**config.mk**
```make
export PLATFORM = sky130hd
export DESIGN_NAME = game_status_tx
export DESIGN_NICKNAME = d
export VERILOG_FILES = /design/src/rtl/game_status_tx.sv
export SDC_FILE = /design/constraint.sdc
export NUM_CORES = 1
export LEC_CHECK = 0
export ABC_AREA = 0
export BUFFER_PORTS_ARGS = -buffer_cell sky130_fd_sc_hd__buf_2
export CORE_ASPECT_RATIO = 0.9
export CORE_UTILIZATION = 55
export CTS_CLUSTER_DIAMETER = 200
export CTS_CLUSTER_SIZE = 12
export DETAILED_ROUTE_END_ITERATION = 10
export GPL_ROUTABILITY_DRIVEN = 0
export PLACE_DENSITY = 0.72
export SLEW_MARGIN = 20
export SYNTH_ARGS = -nofsm -noshare
export SYNTH_HDL_FRONTEND = slang
export SYNTH_SLANG_ARGS = --single-unit
```
**constraint.sdc**
```tcl
create_clock -name clk -period 2.43 [get_ports clk]
set_input_delay 0.486 -clock clk [delete_from_list [all_inputs] [get_ports clk]]
set_output_delay 0.486 -clock clk [all_outputs]
set_load 0.01 [all_outputs]
```
**src/rtl/game_status_tx.sv**
```systemverilog
`default_nettype none
// game_status_tx: UART 8N1 transmitter of the ASCII status frame "S<s>F<cccc>T<ttt>\r\n"; Rev 1.0
// Defining GAME_TX_CSUM_EN inserts a 2-char XOR checksum of all preceding frame bytes before CR LF.
module game_status_tx #(
  parameter int CLK_FREQ  = 25_000_000,
  parameter int BAUD_RATE = 115200
) (
  input  logic        clk,
  input  logic        rst_n,
  input  logic        report_req,
  input  logic [1:0]  state,
  input  logic [15:0] card_find,
  input  logic [11:0] left_time,
  output logic        tx_pin,
  output logic        busy,
  output logic        frame_done
);

  localparam int CLKS_PER_BIT = CLK_FREQ / BAUD_RATE;
  localparam int CNT_W        = (CLKS_PER_BIT > 1) ? $clog2(CLKS_PER_BIT) : 1;
`ifdef GAME_TX_CSUM_EN
  localparam int NUM_BYTES    = 15;
`else
  localparam int NUM_BYTES    = 13;
`endif
  localparam logic [CNT_W-1:0] CNT_LAST  = CNT_W'(CLKS_PER_BIT - 1);
  localparam logic [3:0]       BYTE_LAST = 4'(NUM_BYTES - 1);

  typedef enum logic [1:0] {IDLE, START, DATA, STOP} tx_state_t;
  tx_state_t st, st_next;

  logic [CNT_W-1:0] clk_cnt;
  logic [2:0]       bit_idx;
  logic [3:0]       byte_idx;
  logic [7:0]       shreg;
  logic             pending;
  logic [1:0]       state_prev;
  logic [1:0]       snap_state;
  logic [15:0]      snap_card;
  logic [11:0]      snap_time;
  logic [7:0]       cur_byte;
  logic             trig;
  logic             bit_end;
  logic             frame_end;
  logic             launch;

  function automatic logic [7:0] hex_char(input logic [3:0] n);
    return (n < 4'd10) ? (8'h30 + {4'h0, n}) : (8'h37 + {4'h0, n});
  endfunction

  assign trig      = report_req | (state != state_prev);
  assign bit_end   = (clk_cnt == CNT_LAST);
  assign frame_end = (st == STOP) && bit_end && (byte_idx == BYTE_LAST);
  // A trigger landing on the final stop-bit cycle chains straight into the next frame.
  assign launch    = ((st == IDLE) && trig) || (frame_end && (pending || trig));

`ifdef GAME_TX_CSUM_EN
  logic [7:0] csum;
  assign csum = 8'h53 ^ (8'h30 + {6'd0, snap_state}) ^ 8'h46
              ^ hex_char(snap_card[15:12]) ^ hex_char(snap_card[11:8])
              ^ hex_char(snap_card[7:4])   ^ hex_char(snap_card[3:0])
              ^ 8'h54
              ^ hex_char(snap_time[11:8])  ^ hex_char(snap_time[7:4])
              ^ hex_char(snap_time[3:0]);
`endif

  always_comb begin
    cur_byte = 8'h0D;
    case (byte_idx)
      4'd0:  cur_byte = 8'h53;
      4'd1:  cur_byte = 8'h30 + {6'd0, snap_state};
      4'd2:  cur_byte = 8'h46;
      4'd3:  cur_byte = hex_char(snap_card[15:12]);
      4'd4:  cur_byte = hex_char(snap_card[11:8]);
      4'd5:  cur_byte = hex_char(snap_card[7:4]);
      4'd6:  cur_byte = hex_char(snap_card[3:0]);
      4'd7:  cur_byte = 8'h54;
      4'd8:  cur_byte = hex_char(snap_time[11:8]);
      4'd9:  cur_byte = hex_char(snap_time[7:4]);
      4'd10: cur_byte = hex_char(snap_time[3:0]);
`ifdef GAME_TX_CSUM_EN
      4'd11: cur_byte = hex_char(csum[7:4]);
      4'd12: cur_byte = hex_char(csum[3:0]);
      4'd13: cur_byte = 8'h0D;
      4'd14: cur_byte = 8'h0A;
`else
      4'd11: cur_byte = 8'h0D;
      4'd12: cur_byte = 8'h0A;
`endif
      default: cur_byte = 8'h0D;
    endcase
  end

  always_comb begin
    st_next    = st;
    tx_pin     = 1'b1;
    busy       = (st != IDLE);
    frame_done = frame_end;
    case (st)
      IDLE:  if (trig) st_next = START;
      START: begin
        tx_pin = 1'b0;
        if (bit_end) st_next = DATA;
      end
      DATA: begin
        tx_pin = shreg[0];
        if (bit_end && (bit_idx == 3'd7)) st_next = STOP;
      end
      STOP: begin
        if (bit_end) st_next = ((byte_idx != BYTE_LAST) || pending || trig) ? START : IDLE;
      end
      default: st_next = IDLE;
    endcase
  end

  always_ff @(posedge clk or negedge rst_n) begin
    if (!rst_n) begin
      st         <= IDLE;
      clk_cnt    <= '0;
      bit_idx    <= '0;
      byte_idx   <= '0;
      shreg      <= '0;
      pending    <= 1'b0;
      state_prev <= '0;
      snap_state <= '0;
      snap_card  <= '0;
      snap_time  <= '0;
    end else begin
      st         <= st_next;
      state_prev <= state;

      if ((st == IDLE) || bit_end) clk_cnt <= '0;
      else                         clk_cnt <= clk_cnt + 1'b1;

      if (launch) begin
        snap_state <= state;
        snap_card  <= card_find;
        snap_time  <= left_time;
        byte_idx   <= '0;
      end else if ((st == STOP) && bit_end) begin
        byte_idx <= (byte_idx == BYTE_LAST) ? 4'd0 : byte_idx + 4'd1;
      end

      // Byte is latched at the end of its start bit, so the snapshot has settled by then.
      if ((st == START) && bit_end) begin
        shreg   <= cur_byte;
        bit_idx <= '0;
      end else if ((st == DATA) && bit_end) begin
        shreg   <= shreg >> 1;
        bit_idx <= bit_idx + 3'd1;
      end

      if (launch)                    pending <= 1'b0;
      else if ((st != IDLE) && trig) pending <= 1'b1;
    end
  end

endmodule
`default_nettype wire

```
* Yosys cells after proc, flatten, opt, wreduce, memory -nomap -nowiden
Index checks and enable logic that the tools add are counted.
** Word-level totals
- Flip-flop bits (word level) :: 58
- Input port bits :: 33
- Output and inout bits :: 3
- Word-level logic and storage cells :: 103
** Operators by class
- Add/subtract/negate cells :: 18
- Order comparisons :: 7
- Equality and inequality tests :: 22
- Muxes and demuxes :: 25
- Bitwise gates (word level) :: 1
- Reduce and logical (&&, ||, !) cells :: 20
** Operators with widths (number)
- $add 6x4->7 const A :: 14
- $pmux 7 s12 :: 1
- $mux 7 :: 7
- $lt 4x4->1 const B :: 7
- $mux 8 :: 3
- $eq 4x3->1 const B :: 4
- $eq 4x4->1 const B :: 4
- $mux 4 :: 3
- $add 8x1->8 const B :: 1
- $eq 4x2->1 const B :: 2
- $eq 8x8->1 const B :: 1
- $logic_and 1x1->1 :: 8
- $mux 2 :: 4
- $ne 2x2->1 const B :: 4
- $pmux 2 s4 :: 1
- $reduce_bool 2->1 :: 4
- $add 6x2->7 const A :: 1
- $mux 3 :: 2
- $logic_or 1x1->1 :: 5
- $add 4x1->4 const B :: 1
- $eq 2x2->1 const B :: 2
- $eq 4x1->1 const B :: 1
- $logic_not 4->1 :: 1
- $ne 4x4->1 const B :: 1
- other kinds (9) :: 11

* Logic depth before layout (Yosys ltp)
- Depth in word-level cells :: 6
- Mapped depth :: 8
- Gate-level depth less buffers :: 7

* Worst setup path after synthesis
OpenSTA, ideal clock, no wires.
- Path type :: flip-flop to flip-flop
- Start :: reg byte_idx[0]
- End :: reg snap_card[0]
- Setup time :: 0.128 ns
- Arrival :: 2.018 ns
- Required time :: 2.302 ns
- Slack :: 0.284 ns
- Stages on the path, launching flop included :: 9
- Buffers on the path :: 2
- Clock period less this slack :: 2.146 ns
- Cells stage by stage :: dfrtp_1 inv_1 ha_1 and3_1 clkbuf_1 nand3_1 o22ai_2 buf_2 mux2_1
** On the way
- Word-level cells in the longest chain between the ends :: 4
** RTL lines
- from (decl) :: line 34 : logic [3:0] byte_idx;
- from (signal assigned) :: line 141 : byte_idx <= (byte_idx == BYTE_LAST) ? 4'd0 : byte_idx + 4'd1;
- $eq 4x4->1 :: line 53 : assign frame_end = (st == STOP) && bit_end && (byte_idx == BYTE_LAST);
- $logic_and 1x1->1 :: line 53
- $logic_and 1x1->1 :: line 55 : assign launch = ((st == IDLE) && trig) || (frame_end && (pending || trig));
- $logic_or 1x1->1 :: line 55
- to (signal assigned) :: line 137 : snap_card <= card_find;
- to (decl) :: line 39 : logic [15:0] snap_card;
No other way between the ends.
A chain may end at the register's enable or synchronous reset.

* Worst setup path after layout
- Start :: reg clk_cnt[0]
- End :: reg st[0]
** On the way
- Word-level cells in the longest chain between the ends :: 4
- Elaborated cells between the ends (all ways) :: 6
- Classes of those cells :: eq/ne (4); reduce/logical (2)
** RTL lines
- from (decl) :: line 32 : logic [CNT_W-1:0] clk_cnt;
- from (signal assigned) :: line 133 : else clk_cnt <= clk_cnt + 1'b1;
- $eq 8x8->1 (*) :: line 52 : assign bit_end = (clk_cnt == CNT_LAST);
- $logic_and 1x1->1 :: line 107 : if (bit_end && (bit_idx == 3'd7)) st_next = STOP;
- $ne 2x2->1 (no source line)
- $reduce_and 4->1 (no source line) (*)
- to (signal assigned) :: line 129 : st <= st_next;
- to (decl) :: line 30 : tx_state_t st, st_next;
Mark *: on every way between the ends. The rest lies on a longest branch, timed or not.

==> impl_metrics.csv <==
group,metric,value,unit
finish,nets,479,
clocking,cts_hold_buffers,0,
critical_path,start_kind,"register",
die,num_rows,27,
detailed_routing,viasPerCell,6.03,
run,maxCapViolations,0,
synth,synth_async_sr_flop_share,100,%
clocking,cts_tree,"built",
die,initial_utilization,58.0,%
finish,final_area,4260,um^2
placement,io_buffers,35,
placement,dp_worst_setup_slack,192,ps
timing,skew,8.10,ps
detailed_routing,vias,3123,
synth,netlist_area,3630,um^2
timing,fin_crit,2260,ps
detailed_routing,drt_iter0_markers,335,
grt,grt_pass1_wl,14.5,mm
timing,relSlewSlack,59.0,%
outcome,status,"finished clean",
timing,worst_pin_slew,606,ps
finish,final_core_util,68.1,%
die,core_area,6250,um^2
placement,hpwl,6.34,mm
die,fp.dieW,87.6,um
timing,fin_crit_sh,93.0,%
timing,finalHoldViolations,0,
critical_path,crit_required,2700,ps
synth,synth_area_per_cell,9.47,um^2
critical_path,path_cells,"inv_1, ha_1, nand2_1, or4_1, a221o_1, or3_1, o21ai_1",
detailed_routing,drt.antenna.violating_nets,0,
clocking,clockBufferDepth,2,
detailed_routing,drcViolationCount,0,
synth,syn-num-nets,436,
clocking,numClockSinks,57,
die,dieHeight,79.0,um
synth,ys_types,45,
grt,grt_pass1_vias,2963,
grt,grt_overflow,0,
clocking,root_buffer,"clkbuf_8",
placement,placed_area,3980,um^2
placement,place_inst,502,
synth,synth_edf_count,0,
hold_path,hold_path_class,"in -> async",
power_and_ir_drop,power_density,553,nW/um^2
clocking,cts_buffers,9,
die,die_area,6920,um^2
finish,finalNonFillerCells,518,
critical_path,critPathMaxStageDelay,630,ps
synth,yosys_warnings,0,
synth,ys_seq_area_share,39.3,%
critical_path,r2r.worst_path.cells,7,
clocking,clkSlewWorstSetupHoldPaths,70,ps
grt,track_usage,28.1,%
critical_path,crit_path_end_kind,"register",
synth,ys.flop_type,"dfrtp_1",
timing,setup_tns,0,ps
power_and_ir_drop,peakVddDrop,399,uV
timing,fmax,0.442,GHz
timing,grt_setup_unrepaired,"no",
finish,drive_gt1_share,16.9,%
die,ios,36,
critical_path,critPathMaxFanout,6,
grt,antenna_found_initial,0,
timing,report.final.slew_viol_count,0,
timing,finalWorstSetupSlack,170,ps
power_and_ir_drop,leakage,0.00185,uW
finish,antenna_cells,0,
finish,area.growth.synth_to_final,17.4,%
grt,grt_max_degree,35,
clocking,cts.htree.levels,3,
critical_path,crit_type,"reg -> reg",
critical_path,worstPathArrival,2540,ps
synth,synth-seq-cells,57,
clocking,clk_latency,350,ps
detailed_routing,drt-total-wl,8.74,mm
detailed_routing,first_pass_iters,6,
detailed_routing,wl_per_cell,16.9,um
critical_path,slowest_stage,"or4_1",
synth,syn_inst,383,
timing,setup_viol_count_final,0,
## registers in the layout, indices dropped and copies added, names as in the netlist
register and flops:
bit_idx 3, byte_idx 4, clk_cnt 8, pending 1, shreg 7, snap_card 16, snap_state 2, snap_time 12
st 2, state_prev 2
## metrics by stage
stage / hold WS [ps] / power [uW]
after floorplan: 190 / 1120
after global placement: 468 / 1200
after detailed placement: 475 / 1210
after CTS: 148 / 2370
after global routing: 186 / 2440
final: 137 / 2350
## logic make-up after synthesis
kind of cell / after synthesis / share of synthesized area [%]
buffers and inverters: 45 / 4.79
and+or+nand+nor: 115 / 18.3
xor gates and xnor gates: 14 / 3.38
adders and majority gates: 20 / 6.90
AOI/OAI and AO/OA: 101 / 17.7
muxes: 31 / 9.62
DFF: 57 / 39.3
## path summary, 6_finish.rpt
kind,endpoint,slack (ps),start
max,st[0]$_DFFE_PN0P_,170,clk_cnt[0]$_DFF_PN0_
min,snap_time[5]$_DFFE_PN0N_,140,rst_n
max reg2reg,st[0]$_DFFE_PN0P_,170,clk_cnt[0]$_DFF_PN0_
min reg2reg,snap_card[4]$_DFFE_PN0N_,490,snap_card[4]$_DFFE_PN0N_
max in group asynchronous,bit_idx[2]$_DFFE_PN0P_,1700,rst_n
min in group clk,state_prev[1]$_DFF_PN0_,290,state[1]
## power breakdown
group / internal [uW] / total, uW / switching (uW)
Sequential: 978 / 1020 / 43.4
Combinational: 80.3 / 170 / 89.3
Clock: 765 / 1160 / 397
Total: 1820 / 2350 / 530
## synth_stat cells (all sizes together), types with 5 or more instances
master / count / area [um^2]
a31oi: 6 / 37.5
nor2: 17 / 63.8
ha: 20 / 250
a211oi: 9 / 67.6
and3b: 6 / 52.6
o211ai: 6 / 45.0
or3: 6 / 37.5
nor3: 6 / 30.0
o21ai: 31 / 155
inv: 28 / 105
mux2: 31 / 349
nor4b: 5 / 43.8
nand3b: 6 / 45.0
xnor2: 10 / 87.6
clkbuf: 12 / 45.0
o22ai: 7 / 50.1
buf: 5 / 23.8
nor2b: 14 / 87.6
and4b: 6 / 60.1
nand2: 25 / 93.8
nand3: 11 / 55.1
dfrtp: 57 / 1430
a21oi: 21 / 105
## metal layers
| layer | global-route usage [%] | share of wire [%] | vias to the layer above |
|---|---|---|---|
| met3 | 7.28 | 6.3 | 20 |
| met1 | 38.1 | 46 | 1510 |
| li1 | - | - | 1484 |
| met2 | 44.2 | 46 | 109 |
| met4 | 8.20 | 2.0 | 0 |
| met5 | 0 | 0 | - |
## critical path: cells and delay by family, from the launching register on
kind	cells	cell delay [ps]
simple gates	3	1080
flops	1	410
fa+ha+maj	1	150
compound gates	2	470
buf+inv	1	80
## what timing repair did
action                     in CTS  in global routing
buffers inserted                0                  0
gates resized for setup         0                  3
setup endpoints to repair       0                  1
## final cells by class
| class | instances | area [um^2] |
|---|---|---|
| sequential | 57 | 1430 |
| timing repair buffer | 49 | 305 |
| multi-input combinational | 281 | 2050 |
| tap | 87 | 109 |
| clock inverter | 4 | 97.6 |
| clock buffer | 12 | 165 |
| fill | 518 | 1990 |
| inverter | 28 | 105 |
## cells in the final DEF (no fill, tap or decap), types with 9 or more instances in the layout
cell       n
inv_1     28
dfrtp_1   57
a211oi_1   9
mux2_1    27
nand3_1   10
ha_1      19
clkbuf_8  12
a21oi_1   21
nor2b_1   14
buf_4     12
xnor2_1   10
nor2_1    17
buf_2     35
nand2_1   25
o21ai_0   29
Power figures use the tool's default switching activity.
